==> config.mk <==
export PLATFORM = sky130hd
export DESIGN_NAME = dct_zigzag_quant
export DESIGN_NICKNAME = d
export VERILOG_FILES = /design/src/rtl/dct_zigzag_quant.sv
export SDC_FILE = /design/constraint.sdc
export NUM_CORES = 1
export LEC_CHECK = 0
export BUFFER_PORTS_ARGS = -buffer_cell sky130_fd_sc_hd__clkbuf_2
export CAP_MARGIN = 10
export CORE_ASPECT_RATIO = 0.9
export CORE_MARGIN = 1
export CORE_UTILIZATION = 60
export DETAILED_ROUTE_END_ITERATION = 10
export PLACE_DENSITY_LB_ADDON = 0.25
export SYNTH_ARGS = -nofsm -noshare
export SYNTH_HDL_FRONTEND = slang
export SYNTH_SLANG_ARGS = --single-unit
export TNS_END_PERCENT = 1
==> constraint.sdc <==
create_clock -name clk -period 14.8 [get_ports clk]
set_clock_uncertainty 0.2 [all_clocks]
set_input_delay 2.22 -clock clk [delete_from_list [all_inputs] [get_ports clk]]
set_output_delay 2.22 -clock clk [all_outputs]
set_load 0.02 [all_outputs]
==> src/rtl/dct_zigzag_quant.sv <==
// dct_zigzag_quant: captures one DCT_val x DCT_val coefficient matrix on a single-cycle
// valid pulse, then streams the coefficients out in zigzag order through a valid/ready
// handshake. Each coefficient is quantized by a rounded arithmetic right shift
// (round half away from zero).
//
// Ports:
//   clk        rising-edge clock
//   reset      asynchronous active-low reset
//   val_input  one-cycle pulse, coef_in holds a valid matrix
//   coef_in    signed coefficient matrix [row][col], WIDTH bits each
//   in_ready   high when a matrix can be accepted (IDLE)
//   out_valid  out_coef/out_index/out_last are valid (SEND)
//   out_ready  consumer takes the current coefficient
//   out_coef   quantized coefficient, signed WIDTH bits
//   out_index  zigzag position of out_coef
//   out_last   high with the final coefficient of a block
//   drop_flag  sticky, a matrix arrived while busy; cleared only by reset
module dct_zigzag_quant #(
  parameter int unsigned DCT_val = 4,
  parameter int unsigned WIDTH   = 13,
  parameter int unsigned QSHIFT  = 2
) (
  input  logic                                        clk,
  input  logic                                        reset,
  input  logic                                        val_input,
  input  logic [DCT_val-1:0][DCT_val-1:0][WIDTH-1:0]  coef_in,
  output logic                                        in_ready,
  output logic                                        out_valid,
  input  logic                                        out_ready,
  output logic [WIDTH-1:0]                            out_coef,
  output logic [$clog2(DCT_val*DCT_val)-1:0]          out_index,
  output logic                                        out_last,
  output logic                                        drop_flag
);

  localparam int unsigned N   = DCT_val * DCT_val;
  localparam int unsigned IW  = $clog2(N);
  localparam int          DIM = int'(DCT_val);

  // Rounding offset 2^(QSHIFT-1); zero when no shift is applied.
  localparam logic signed [WIDTH:0] HALF =
    (QSHIFT == 0) ? '0 : (WIDTH+1)'(1 << (QSHIFT - 1));

  localparam logic StIdle = 1'b0;
  localparam logic StSend = 1'b1;

  // Row-major index of the k-th zigzag element, evaluated at elaboration.
  function automatic int zz_pos(input int k);
    int cnt;
    int res;
    int r;
    int c;
    cnt = 0;
    res = 0;
    for (int d = 0; d <= 2 * (DIM - 1); d++) begin
      for (int i = 0; i < DIM; i++) begin
        // Odd anti-diagonals walk downwards (row increasing), even ones upwards.
        r = (d % 2 == 1) ? i : (DIM - 1 - i);
        c = d - r;
        if (c >= 0 && c < DIM) begin
          if (cnt == k) res = r * DIM + c;
          cnt++;
        end
      end
    end
    return res;
  endfunction

  // One extra bit of headroom so that negating -2^(WIDTH-1) is exact.
  function automatic logic [WIDTH-1:0] quant(input logic [WIDTH-1:0] c);
    logic signed [WIDTH:0] ext;
    logic signed [WIDTH:0] mag;
    logic signed [WIDTH:0] rnd;
    ext = $signed({c[WIDTH-1], c});
    mag = '0;
    if (ext >= 0) begin
      rnd = (ext + HALF) >>> QSHIFT;
    end else begin
      mag = -ext;
      rnd = -((mag + HALF) >>> QSHIFT);
    end
    return rnd[WIDTH-1:0];
  endfunction

  logic [IW-1:0] zz_tbl [N];

  for (genvar k = 0; k < N; k++) begin : g_zz
    assign zz_tbl[k] = IW'(zz_pos(k));
  end

  logic                      state_q, state_d;
  logic [IW-1:0]             idx_q, idx_d, idx_nxt;
  logic [N-1:0][WIDTH-1:0]   cap_q, cap_d, coef_flat;
  logic [WIDTH-1:0]          coef_q, coef_d;
  logic                      last_q, last_d;
  logic                      drop_q, drop_d;

  // Packed [row][col] flattens to row-major order: element r*DCT_val+c.
  assign coef_flat = coef_in;
  assign idx_nxt   = idx_q + IW'(1);

  always_comb begin
    state_d = state_q;
    idx_d   = idx_q;
    cap_d   = cap_q;
    coef_d  = coef_q;
    last_d  = last_q;
    drop_d  = drop_q;
    case (state_q)
      StIdle: begin
        if (val_input) begin
          cap_d   = coef_flat;
          idx_d   = '0;
          // Quantize straight from the input so the first output is ready next cycle.
          coef_d  = quant(coef_flat[zz_tbl[0]]);
          last_d  = (N == 1);
          state_d = StSend;
        end
      end
      StSend: begin
        if (val_input) drop_d = 1'b1;
        if (out_ready) begin
          if (last_q) begin
            state_d = StIdle;
            idx_d   = '0;
            coef_d  = '0;
            last_d  = 1'b0;
          end else begin
            idx_d  = idx_nxt;
            coef_d = quant(cap_q[zz_tbl[idx_nxt]]);
            last_d = (idx_nxt == IW'(N - 1));
          end
        end
      end
      default: state_d = StIdle;
    endcase
  end

  always_ff @(posedge clk or negedge reset) begin
    if (!reset) begin
      state_q <= StIdle;
      idx_q   <= '0;
      cap_q   <= '0;
      coef_q  <= '0;
      last_q  <= 1'b0;
      drop_q  <= 1'b0;
    end else begin
      state_q <= state_d;
      idx_q   <= idx_d;
      cap_q   <= cap_d;
      coef_q  <= coef_d;
      last_q  <= last_d;
      drop_q  <= drop_d;
    end
  end

  assign in_ready  = (state_q == StIdle);
  assign out_valid = (state_q == StSend);
  assign out_coef  = coef_q;
  assign out_index = idx_q;
  assign out_last  = last_q;
  assign drop_flag = drop_q;

endmodule

# Word level (Yosys, flattened, before mapping)
# Memory sizes are Yosys's and may differ from the RTL's.
# Index checks and enable logic that the tools add are counted.
# op_classes
add_sub_neg	9
magnitude_cmp	4
eq_ne	3
mux	22
bitwise_logic	2
reduce_logical	3
# op_table
cell	n
2-to-1 mux 13 bit	6
binary-select mux 13 bit (select 4 bit)	1
adder 13 x 3 -> 14 bit (second input constant)	2
adder 14 x 3 -> 14 bit (second input constant)	2
negation 13 -> 14 bit	2
greater-or-equal comparator 13 x 1 -> 1 bit (second input constant)	2
negation 12 -> 13 bit	2
one-hot mux 13 bit (2 select lines)	1
2-to-1 mux 4 bit	5
one-hot mux 4 bit (2 select lines)	1
2-to-1 mux 1 bit	6
AND reduction 2 bit	3
greater-or-equal comparator 5 bit (second input constant)	1
< comparator 4 x 5 -> 1 bit (second input constant)	1
NOT 4 -> 5 bit	1
adder 4 x 1 -> 4 bit (second input constant)	1
equality test 4 bit (second input constant)	1
inequality test 2 bit (second input constant)	2
one-hot mux 1 bit (2 select lines)	2
NOT 1 bit	1
# word_totals
reg_bits	228
mem_bits_ro	64
inputBits	212
word_cells	65
mem_count	1
# memory_table
name	depth	word_bits	rd	rd_ports_with_merged_regs	wr	line	source
(name not given)	16	4	1	0	0	130	coef_d = quant(cap_q[zz_tbl[idx_nxt]]);

# Depth between registers and ports, before layout
# Gate-level depths: netlist of run 1.
# logic_depth
word_depth	14
depth_mapped	22

# Worst setup path after synthesis of run 1
# Ideal clock, no wire load.
# synth_path
kind	in2reg
start	input coef_in[2] in the netlist's numbering
end	register coef_q[8] (netlist: out_coef[8])
setup_time_ns	0.132
t_arrival_ns	4.690
required_time_ns	14.468
slack_ns	9.778
cell_stages	14
path_buffers	1
path_cell_list	inv_1 ha_1 a21oi_1 or3_1 clkbuf_1 nor2_1 nand2_1 xor2_1 nor3_1 a22o_1 a22oi_1 xnor2_1 a221oi_1 a21oi_1
# synth_between
elab_chain_len	6
elab_cells_between_ends	8
cone_classes	add/sub (4); order compare (1); mux (3)
# synth_lines
element	line	source
from (decl)	26	input logic [DCT_val-1:0][DCT_val-1:0][WIDTH-1:0] coef_in,
negation 13 -> 14 bit	79	mag = -ext;
adder 14 x 3 -> 14 bit	80	rnd = -((mag + HALF) >>> QSHIFT);
negation 12 -> 13 bit	80	
2-to-1 mux 13 bit (*)	76	if (ext >= 0) begin
2-to-1 mux 13 bit (*)	111	if (val_input) begin
one-hot mux 13 bit (2 select lines) (*)	109	case (state_q)
to (signal assigned)	151	coef_q <= coef_d;
to (decl)	94	logic [WIDTH-1:0] coef_q, coef_d;
# Every way passes the cells marked *; elsewhere a longest branch is shown, timed or not. The select of a mux whose other input is x is not followed.
# A chain may end at the register's enable or synchronous reset.

# Final worst setup path of run 1
# layout_path
start	register idx_q[0] (netlist: out_index[0])
end	register coef_q[9] (netlist: out_coef[9])
# layout_between
elab_chain_len	14
elab_cells_between_ends	16
cone_classes	add/sub (5); order compare (1); mux (8); bitwise (1); memory (1)
# layout_lines
element	line	source
from (decl)	92	logic [IW-1:0] idx_q, idx_d, idx_nxt;
from (signal assigned)	149	idx_q <= idx_d;
adder 4 x 1 -> 4 bit (*)	100	assign idx_nxt = idx_q + IW'(1);
NOT 4 -> 5 bit (implied by the code) (*)	130	
memory (16 x 4 bit) (*)	-	
2-to-1 mux 4 bit (implied by the code) (*) (2 in series)	130	
binary-select mux 13 bit (select 4 bit) (*)	130	
2-to-1 mux 13 bit (implied by the code) (*)	130	
negation 13 -> 14 bit	79	
adder 14 x 3 -> 14 bit	80	
negation 12 -> 13 bit	80	
2-to-1 mux 13 bit (*)	76	
2-to-1 mux 13 bit (*)	123	if (last_q) begin
2-to-1 mux 13 bit (*)	122	if (out_ready) begin
one-hot mux 13 bit (2 select lines) (*)	109	
# Marked as above.

==> impl_metrics.json, run 1 <==
{
  "floorplan.rows": 49,
  "drt_first_pass_iters": 6,
  "die_h_um": 139.3,
  "postCtsSetupBuffers": 0,
  "period_needed_ns": 6.184,
  "via_count_of_the_first_global_routing_pass": 9948,
  "finalHoldViolations": 0,
  "floorplan.io_pins": 233,
  "cts_max_path_buffers": 3,
  "combinational_family_with_the_most_area_after_synthesis": "multiplexers",
  "synth_mux_area_share_pct": 24.39,
  "run_status": "complete, no violations",
  "synth_warnings": 0,
  "cpMostUsedCell": "sky130_fd_sc_hd__ha_1",
  "drv_cap": 0,
  "grt_pass1_wl_um": 54080,
  "arithmetic_cell_share_of_the_synthesized_area_counting_full_adders_half_adders_and_majority_gates_pct": 1.493,
  "global_route.overflow_total": 0,
  "synth-edff-count": 0,
  "yosysSeqAreaShare_pct": 45.38,
  "final_nets": 1552,
  "placeableCoreArea_um2": 20230,
  "initial_antenna_violation_count": 2,
  "ant_nets": 0,
  "area_share_of_the_largest_cell_type_after_synthesis_pct": 45.38,
  "first_iter_violations": 834,
  "synth-xor-area-share_pct": 2.577,
  "design_area_um2": 14740,
  "critical-path-top-delay-family": "compound AO/OA/AOI/OAI gates",
  "worst_setup_path_end_kind": "flip-flop",
  "globalRouteTotalUtil_pct": 32.03,
  "post_synth_num_cell_types": 88,
  "route.detailed.vias_per_inst": 6.202,
  "async_flop_share_pct": 100.0,
  "use_met3_pct": 6.291,
  "fillers": 1468,
  "clkLatencyLatePin_ns": 0.55,
  "drc_errors": 0,
  "grt_start_max_net_pins": 151,
  "worstMarginPinSlew_ns": 1.154,
  "vias": 9911,
  "syn-mean-instance-area_um2": 11.15,
  "ctsResizeCount": 0,
  "setup_slack_ns": 8.616,
  "cell_with_the_largest_stage_delay_on_the_worst_path": "sky130_fd_sc_hd__a2111oi_2",
  "tritoncts": "yes",
  "critical_path.cell_chain": "ha_1 -> xnor2_2 -> a32o_1 -> nor2_4 -> buf_4 -> mux2_2 -> o211ai_1 -> a21oi_1 -> a31oi_4 -> ha_1 -> o21ai_0 -> a2111oi_2 -> nand4_1 -> nand2_1 -> nor4b_1 -> or3_1 -> o211ai_2",
  "avgRoutedWirePerCell_um": 21.00,
  "post_syn_nets": 1355,
  "synthesis.area_um2": 12570,
  "cts_buffers": 24,
  "synth_compound_gate_area_share_pct": 11.08,
  "floorplan.die_area_um2": 21540,
  "synth_area_leaders": "sky130_fd_sc_hd__dfrtp_1 45%, sky130_fd_sc_hd__mux2_2 20%, sky130_fd_sc_hd__nand2_1 3.0%, sky130_fd_sc_hd__nand3_1 2.7%, sky130_fd_sc_hd__mux2i_1 2.6%",
  "cts.htree.levels": 1,
  "synth_top_flop_cell": "sky130_fd_sc_hd__dfrtp_1",
  "cp.required_ns": 15.05,
  "dp_worst_slack_ns": 8.763,
  "final.period_utilization_pct": 41.78,
  "max_stage_delay_ns": 0.71,
  "routed_wl_um": 33550,
  "synth_simple_gate_area_share_pct": 11.86,
  "ff_latch_area_um2": 5705,
  "hpwlAfterDp_um": 24140,
  "max_slew_margin_pct": 23.06,
  "max_transition_viols_final": 0,
  "buffer_ports.inserted": 232,
  "layout_common_cells": "231 x sky130_fd_sc_hd__clkbuf_2, 228 x sky130_fd_sc_hd__dfrtp_1, 221 x sky130_fd_sc_hd__mux2_2",
  "clock_sinks": 228,
  "start_util_pct": 62.15,
  "routability_congestion_estimate_from_global_placement": 0.9293,
  "dpl-instance-area_um2": 13870,
  "fmaxAchievable_mhz": 161.7,
  "final_layout_size_suffix_gt1_share_pct": 40.91,
  "groute.layer.met1.usage_pct": 46.59,
  "cts_hold_buffers": 0,
  "worst_setup_hold_path_clk_slew_ns": 0.06,
  "timing.setup.tns_ns": 0,
  "path_buf_inv": 1,
  "ctsRootBufferMaster": "sky130_fd_sc_hd__clkbuf_16",
  "timing.critical_path.fanout_max": 43,
  "syn_to_final_growth_pct": 17.20,
  "min-delay-path-class": "reg -> reg",
  "sort_of_element_at_the_start_of_the_critical_path": "flip-flop",
  "grt_most_used_layer": "met2",
  "path_class": "reg -> reg",
  "final-setup-viol-count": 0,
  "synthCells": 1128,
  "die_w_um": 154.6,
  "yosysTopAreaCell": "sky130_fd_sc_hd__dfrtp_1",
  "use_met2_pct": 48.20,
  "synth-seq-cells": 228,
  "rsz0062_at_grt": "no",
  "final_common_cell": "sky130_fd_sc_hd__clkbuf_2",
  "multi_input_comb_area_um2": 6504,
  "arrival_ns": 6.44
}
-- layer usage --
layer,up-vias,part of all wire [%]
met1,4865,44
met3,79,7.7
li1,4556,-
met2,411,45
met5,-,0
met4,0,3.3
-- cell type report --
type / instances / area share, %
repair buffers: 245 / 8.610
inverters: 20 / 0.5264
clock buffers: 28 / 4.246
diodes: 1 / 0.01698
well taps: 255 / 2.165
multi-input cells: 806 / 44.14
flip-flops and latches: 228 / 38.72
clock inverters: 15 / 1.579
-- registers in the layout (all words and copies together) (netlist names) --
name       flops
cap_q        208
out_index      4
out_last       1
drop_flag      1
out_valid      1
out_coef      13
-- cell families after synthesis --
kind of cell | after synthesis
adder cells (fa/ha/maj) | 15
XOR/XNOR | 34
buffers and inverters | 94
AO/OA/AOI/OAI | 188
multiplexers | 266
flip-flops | 228
AND/OR/NAND/NOR | 303
-- per-stage QoR --
stage	instances	util [%]	hold slack, ns
after floorplan	1128	-	0.2720
after global placement	1554	68.58	0.2399
after detailed placement	1554	68.58	0.2517
after CTS	1597	72.82	0.2649
after global routing	1598	72.83	0.2915
final	1598	72.83	0.2692
-- path summary, 6_finish.rpt --
check / startpoint / slack, ns / depth (start not counted) / endpoint
worst min register to register: drop_flag / 0.27 / 1 / drop_flag
worst max-delay path: out_index[0] / 8.62 / 17 / out_coef[9]
max in group asynchronous: reset / 11.09 / 2 / cap_q[132]
worst max register to register: out_index[0] / 8.62 / 17 / out_coef[9]
min in group asynchronous: reset / 1.59 / 1 / cap_q[105]
worst min-delay path: drop_flag / 0.27 / 1 / drop_flag
-- cells in the mapped netlist (6+ instances only) --
cell type                  count
sky130_fd_sc_hd__dfrtp_1     228
sky130_fd_sc_hd__mux2_2      221
sky130_fd_sc_hd__nand2_1     100
sky130_fd_sc_hd__nand3_1      67
sky130_fd_sc_hd__clkbuf_1     51
sky130_fd_sc_hd__nor2_1       46
sky130_fd_sc_hd__o21ai_0      39
sky130_fd_sc_hd__mux2i_1      33
sky130_fd_sc_hd__a21oi_1      26
sky130_fd_sc_hd__xnor2_1      24
sky130_fd_sc_hd__inv_1        18
sky130_fd_sc_hd__o211ai_1     17
sky130_fd_sc_hd__nand4_1      16
sky130_fd_sc_hd__ha_1         15
sky130_fd_sc_hd__nor3_1       12
sky130_fd_sc_hd__a211oi_1     10
sky130_fd_sc_hd__a32oi_1       8
sky130_fd_sc_hd__and3_1        8
sky130_fd_sc_hd__buf_2         8
sky130_fd_sc_hd__mux4_2        8
sky130_fd_sc_hd__o31ai_1       8
sky130_fd_sc_hd__xor2_1        8
sky130_fd_sc_hd__a22oi_1       7
sky130_fd_sc_hd__a311oi_1      7
sky130_fd_sc_hd__or2_2         7
sky130_fd_sc_hd__a21o_1        6
sky130_fd_sc_hd__a31oi_1       6
sky130_fd_sc_hd__and2_1        6
sky130_fd_sc_hd__buf_1         6
sky130_fd_sc_hd__nor4_1        6
Power of run 1 is not shown: default switching activity piles up to over one toggle a cycle in this logic, so the estimate is an artifact.
==> run 2, diff against run 1 <==
--- a/config.mk
+++ b/config.mk
@@ -5,11 +5,12 @@
 export SDC_FILE = /design/constraint.sdc
 export NUM_CORES = 1
 export LEC_CHECK = 0
+export ABC_AREA = 1
 export BUFFER_PORTS_ARGS = -buffer_cell sky130_fd_sc_hd__clkbuf_2
 export CAP_MARGIN = 10
 export CORE_ASPECT_RATIO = 0.9
 export CORE_MARGIN = 1
-export CORE_UTILIZATION = 60
+export CORE_UTILIZATION = 57
 export DETAILED_ROUTE_END_ITERATION = 10
 export PLACE_DENSITY_LB_ADDON = 0.25
 export SYNTH_ARGS = -nofsm -noshare
==> constraint.sdc (replaced) <==
create_clock -name clk -period 6 [get_ports clk]
set_clock_uncertainty 0.2 [all_clocks]
set_input_delay 0.9 -clock clk [delete_from_list [all_inputs] [get_ports clk]]
set_output_delay 0.9 -clock clk [all_outputs]
set_load 0.02 [all_outputs]
==> run 2 against run 1 <==
  * Hold slack got worse by 0.035 ns
  * Register-to-register slack got worse by 7.5 ns
  * Via count up 24%
  * Cell area shrank 0.40%
  * Clock-buffer cell count increased by 11
  * First-iteration DRC count rose by 40%
  * Synthesized area up 1.1%
  * Sequential cell count unchanged
  * Sequential share of layout area grew 0.16 points
  * Synthesized cell count grew 56%
  * Critical path type unchanged
==> impl_metrics.json, run 2 <==
{
  "layout_common_cells": "605 x sky130_fd_sc_hd__nand2_1, 231 x sky130_fd_sc_hd__clkbuf_2, 228 x sky130_fd_sc_hd__dfrtp_1",
  "worst_r2r_src": "out_index[0]",
  "die_h_um": 143.7,
  "synthesis.area_um2": 12710,
  "final_common_cell": "sky130_fd_sc_hd__nand2_1",
  "placeableCoreArea_um2": 21760,
  "min-delay-path-class": "in -> async",
  "final-setup-viol-count": 0,
  "worst_setup_path_end_kind": "flip-flop",
  "grt_pass1_wl_um": 58590,
  "worst-r2r-cell-count": 30,
  "global_route.overflow_total": 0,
  "final_layout_size_suffix_gt1_share_pct": 17.04,
  "first_iter_violations": 1169,
  "largest_reg_flops": 208,
  "synth_area_leaders": "sky130_fd_sc_hd__dfrtp_1 45%, sky130_fd_sc_hd__nand2_1 18%, sky130_fd_sc_hd__o21ai_0 7.6%, sky130_fd_sc_hd__nand3_1 7.4%, sky130_fd_sc_hd__inv_1 6.3%",
  "dp_worst_slack_ns": 1.197,
  "start_util_pct": 58.41,
  "hpwlAfterDp_um": 25640,
  "path_class": "reg -> reg",
  "tritoncts": "yes",
  "post_synth_num_cell_types": 45,
  "worstMarginPinSlew_ns": 0.9337,
  "routability_congestion_estimate_from_global_placement": 0.9398,
  "synth-edff-count": 0,
  "routed.top_layer": "met4",
  "vias": 12250,
  "floorplan.rows": 51,
  "critPathLaunch": "out_index[0]",
  "timing.critical_path.fanout_max": 82,
  "power_dens_cells_nw_per_um2": 678.7,
  "regToRegSetupSlack_ns": 1.16,
  "ctsRootBufferMaster": "sky130_fd_sc_hd__clkbuf_16",
  "timing.setup.tns_ns": 0,
  "run_status": "complete, no violations",
  "sort_of_element_at_the_start_of_the_critical_path": "flip-flop",
  "drt_first_pass_iters": 8,
  "post_syn_nets": 1988,
  "initial_antenna_violation_count": 0,
  "ant_nets": 0,
  "buffer_ports.inserted": 232,
  "arrival_ns": 5.05,
  "die_w_um": 159.4,
  "yosysSeqAreaShare_pct": 44.89,
  "most_frequent_cell_after_synthesis": "sky130_fd_sc_hd__nand2_1",
  "total_power_mw": 9.961,
  "finalHoldViolations": 0,
  "fmaxAchievable_mhz": 206.5,
  "synth_warnings": 0,
  "floorplan.io_pins": 233,
  "ctsResizeCount": 0,
  "drc_errors": 0,
  "fillers": 1938,
  "worst_setup_hold_path_clk_slew_ns": 0.06,
  "cts_max_path_buffers": 3,
  "syn-mean-instance-area_um2": 7.217,
  "synth_commonest_cells": "606 x sky130_fd_sc_hd__nand2_1, 228 x sky130_fd_sc_hd__dfrtp_1, 214 x sky130_fd_sc_hd__inv_1",
  "globalRouteTotalUtil_pct": 32.28,
  "max_transition_viols_final": 0,
  "syn_to_final_growth_pct": 15.48,
  "cp.required_ns": 6.20,
  "yosysTopAreaCell": "sky130_fd_sc_hd__dfrtp_1",
  "cts_buffers": 25,
  "wl_met2_um": 15850,
  "floorplan.die_area_um2": 22900,
  "final.period_utilization_pct": 80.71,
  "period_needed_ns": 4.843,
  "clock_sinks": 228,
  "async_flop_share_pct": 100.0,
  "cp-endpoint": "out_coef[6]",
  "worst_r2r_endpoint": "out_coef[6]",
  "cell_with_the_largest_stage_delay_on_the_worst_path": "sky130_fd_sc_hd__nand2_4",
  "rsz0062_at_grt": "no",
  "setup_slack_ns": 1.157,
  "max_stage_delay_ns": 0.69,
  "max_slew_margin_pct": 37.75,
  "route.detailed.vias_per_inst": 5.440,
  "synth_top_flop_cell": "sky130_fd_sc_hd__dfrtp_1",
  "grt_start_max_net_pins": 172,
  "drv_cap": 0,
  "routed_wl_um": 36400,
  "area_share_of_the_largest_cell_type_after_synthesis_pct": 44.89,
  "final_nets": 2170,
  "avgRoutedWirePerCell_um": 16.17,
  "cts.htree.levels": 1,
  "via_count_of_the_first_global_routing_pass": 11270,
  "clkLatencyLatePin_ns": 0.53,
  "diodes": 0,
  "synthCells": 1761,
  "largest_register": "cap_q",
  "cpMostUsedCell": "sky130_fd_sc_hd__nand2_1",
  "routed-wl-met3_um": 2979,
  "vdd_drop_max_uv": 461.0,
  "synth-seq-cells": 228,
  "postCtsSetupBuffers": 0,
  "power.static_leakage_nw": 7.656,
  "met1_length_um": 16490,
  "cts_hold_buffers": 0
}
-- run 2: changes by cell type in the layout (fill, tap and decap cells not counted), sizes merged, moves of 26 or more --
cell	before	now
o21ai	40	199
mux2i	33	0
nand3	68	192
nor2	47	88
mux2	224	0
nand2	101	626
xnor2	26	0
inv	19	223
-- run 2: worst max-delay path, delay by kind of cell (launching register included) --
family / cells / cell delay (ns)
xor gates and xnor gates: 1 / 0.19
DFF: 1 / 0.50
adders and majority gates: 3 / 0.65
buffers and inverters: 5 / 0.38
and+or+nand+nor: 21 / 2.78
-- run 2: cell families (layout without fill, tap and decap cells) --
family                     after synthesis  in the layout  share of synthesized area, %
AOI/OAI and AO/OA                      266            266                         11.37
xor gates and xnor gates                10             10                        0.7482
adders and majority gates               15             15                         1.477
buffers and inverters                  309            508                         10.42
DFF                                    228            228                         44.89
and+or+nand+nor                        933            933                         31.10
-- run 2: cell type report --
type / count / area, um2 / area share [%]
clock buffer: 39 / 738.2 / 5.030
clock inverter: 5 / 81.33 / 0.5541
inverter: 222 / 840.8 / 5.729
tap: 291 / 364.1 / 2.481
timing repair buffer: 242 / 1259 / 8.576
multi-input combinational: 1224 / 5688 / 38.76
sequential: 228 / 5705 / 38.87
-- run 2: layer usage --
metal | up-vias | GRT usage, %
met5 | - | 0
li1 | 5932 | -
met3 | 78 | 4.300
met4 | 0 | 10.73
met2 | 564 | 48.78
met1 | 5671 | 48.02
-- run 2: worst min-delay path by stage --
stage                    start    endpoint  cells after the start
floorplan           cap_q[123]  cap_q[123]                      2
CTS                      reset  cap_q[132]                      1
global route         drop_flag   drop_flag                      1
global placement     drop_flag   drop_flag                      1
detailed placement   drop_flag   drop_flag                      1
finish                   reset  cap_q[161]                      1
-- run 2: stage by stage --
step | std cells | hold WS, ns | util (%) | instance area, um2
2_1_floorplan | 1761 | 0.2401 | - | 12710
3_3_place_gp | 2207 | 0.2377 | 63.68 | 13860
3_5_place_dp | 2207 | 0.2545 | 63.68 | 13860
4_1_cts | 2251 | 0.2649 | 67.45 | 14680
5_1_grt | 2251 | 0.2876 | 67.45 | 14680
6_report | 2251 | 0.2343 | 67.45 | 14680
-- run 2: where the power goes --
group | leakage, nW | internal (mW) | switching [mW] | total (mW)
registers | 2.63 | 2.13 | 0.247 | 2.38
logic | 4.63 | 1.81 | 4.23 | 6.04
clock network | 0.398 | 0.927 | 0.610 | 1.54
Note: power is estimated with default switching activity, not from simulation.
==> run 3, diff against run 2 <==
--- a/config.mk
+++ b/config.mk
@@ -10,7 +10,7 @@
 export CAP_MARGIN = 10
 export CORE_ASPECT_RATIO = 0.9
 export CORE_MARGIN = 1
-export CORE_UTILIZATION = 57
+export CORE_UTILIZATION = 51
 export DETAILED_ROUTE_END_ITERATION = 10
 export PLACE_DENSITY_LB_ADDON = 0.25
 export SYNTH_ARGS = -nofsm -noshare
==> constraint.sdc (replaced) <==
create_clock -name clk -period 4.19 [get_ports clk]
set_clock_uncertainty 0.2 [all_clocks]
set_input_delay 0.6285 -clock clk [delete_from_list [all_inputs] [get_ports clk]]
set_output_delay 0.6285 -clock clk [all_outputs]
set_load 0.02 [all_outputs]
==> run 3 against run 2 <==
  * Critical path depth is 9 lower
  * Largest cell class is now multi-input combinational cells
  * Clock-buffer cell count is 8 lower
  * Fmax is 23% higher
  * Power is 58% higher
  * Utilization is 4.2 points lower
  * Highest routed layer unchanged
  * Worst setup slack worse by 0.90 ns
  * First-iteration DRC count is 3.0% lower
==> impl_metrics.json, run 3 (synthesized netlist as in run 2, its figures left out) <==
{
  "diodes": 0,
  "path_class": "reg -> reg",
  "timing.setup.tns_ns": 0,
  "via_count_of_the_first_global_routing_pass": 11630,
  "grt_pass1_wl_um": 60660,
  "final-setup-viol-count": 0,
  "die_h_um": 151.8,
  "floorplan.io_pins": 233,
  "die_w_um": 168.4,
  "cp.required_ns": 4.41,
  "layout_common_cells": "597 x sky130_fd_sc_hd__nand2_1, 231 x sky130_fd_sc_hd__clkbuf_2, 226 x sky130_fd_sc_hd__dfrtp_1",
  "power.static_leakage_nw": 7.948,
  "routability_congestion_estimate_from_global_placement": 0.8884,
  "wl_met2_um": 17260,
  "sort_of_element_at_the_start_of_the_critical_path": "flip-flop",
  "floorplan.rows": 54,
  "worst_setup_path_end_kind": "flip-flop",
  "total_power_mw": 15.79,
  "avgRoutedWirePerCell_um": 16.79,
  "drc_errors": 0,
  "tritoncts": "yes",
  "critical_path.cell_chain": "clkinvlp_4 -> ha_4 -> inv_1 -> nand2_1 -> nand3_1 -> o21ai_0 -> nand2_1 -> nand2_4 -> buf_12 -> buf_4 -> nand3_1 -> nand3_1 -> nand2_2 -> nor2_2 -> nand2_1 -> xor2_2 -> nand3_2 -> nor2_4 -> o21ai_0 -> o21ai_1 -> a21oi_1",
  "path_buf_inv": 4,
  "clock_sinks": 228,
  "grt_start_max_net_pins": 136,
  "syn_to_final_growth_pct": 21.14,
  "cts.htree.levels": 1,
  "final.period_utilization_pct": 93.81,
  "vias": 12320,
  "routed_wl_um": 38770,
  "drv_cap": 0,
  "cts_max_path_buffers": 3,
  "regToRegSetupSlack_ns": 0.26,
  "drt_first_pass_iters": 7,
  "rsz0062_at_grt": "no",
  "critical-path-top-delay-family": "simple AND/OR/NAND/NOR gates",
  "final_nets": 2208,
  "globalRouteTotalUtil_pct": 30.40,
  "max_slew_margin_pct": 45.52,
  "routed-wl-met3_um": 2778,
  "met1_length_um": 17680,
  "max_transition_viols_final": 0,
  "placeableCoreArea_um2": 24320,
  "final_layout_size_suffix_gt1_share_pct": 20.14,
  "setup_slack_ns": 0.2593,
  "vdd_drop_max_uv": 532.0,
  "largest_register": "cap_q",
  "cts_buffers": 26,
  "buffer_ports.inserted": 232,
  "route.detailed.vias_per_inst": 5.337,
  "arrival_ns": 4.15,
  "dp_worst_slack_ns": 0.07663,
  "clkLatencyLatePin_ns": 0.54,
  "initial_antenna_violation_count": 0,
  "ant_nets": 0,
  "finalHoldViolations": 0,
  "power_dens_cells_nw_per_um2": 1025,
  "min-delay-path-class": "in -> reg",
  "run_status": "complete, no violations",
  "post_layout_utilization_of_the_core_pct": 63.30,
  "worst_setup_hold_path_clk_slew_ns": 0.07,
  "hpwlAfterDp_um": 28180,
  "start_util_pct": 52.25,
  "ctsRootBufferMaster": "sky130_fd_sc_hd__clkbuf_16",
  "max_stage_delay_ns": 0.48,
  "fmaxAchievable_mhz": 254.4,
  "first_iter_violations": 1134,
  "routed.top_layer": "met4",
  "worstMarginPinSlew_ns": 0.8172,
  "cell_with_the_largest_stage_delay_on_the_worst_path": "sky130_fd_sc_hd__dfrtp_2",
  "final_common_cell": "sky130_fd_sc_hd__nand2_1",
  "largest_reg_flops": 208,
  "floorplan.die_area_um2": 25560,
  "period_needed_ns": 3.931,
  "global_route.overflow_total": 0,
  "timing.critical_path.fanout_max": 14
}
==> run 3: repair_timing <==
item | CTS | global route
endpoints found under the hold margin | 73 | 0
hold buffers | 1 | 0
setup endpoints to repair | 0 | 12
resized for setup | 0 | 57
setup buffers | 0 | 8
==> run 3: through the flow <==
stage               hold WS [ns]  std cells  instance area (um2)
floorplan                 0.1329       1761                12710
global placement          0.2372       2249                14070
detailed placement        0.2500       2249                14070
CTS                      0.06449       2298                15060
global route             0.08525       2309                15400
finish                   0.07182       2309                15400
==> run 3: layout make-up <==
class	instances	area (um2)
clock inverters	17	271.5
flip-flops and latches	228	5708
fillers	2196	8927
clock buffers	31	709.4
multi-input cells	1227	5877
repair buffers	276	1593
inverters	222	852.1
well taps	308	385.4
==> run 3: path summary, 6_finish.rpt <==
kind	from	end	cells past startpoint
setup reg to reg	out_index[0]	out_coef[5]	21
hold reg to reg	drop_flag	drop_flag	1
max in group asynchronous	reset	cap_q[116]	3
setup / recovery	out_index[0]	out_coef[5]	21
hold / removal	coef_in[196]	cap_q[196]	3
min in group asynchronous	reset	cap_q[201]	2
==> run 3: layer usage <==
layer	up-vias	GRT usage, %
met5	-	0
met4	0	9.227
met3	66	5.065
met2	480	46.99
met1	5745	43.91
li1	6031	-
==> run 3: report_power, final <==
group	internal [mW]	switching (mW)	total, mW
combinational	3.26	6.55	9.81
clock	1.59	0.974	2.56
sequential	3.05	0.354	3.41
total	7.90	7.88	15.8
==> run 3: worst min-delay path: stages <==
cell	delay, ns
sky130_fd_sc_hd__clkbuf_2	0.07
sky130_fd_sc_hd__nand2_1	0.04
sky130_fd_sc_hd__nand2_1	0.04
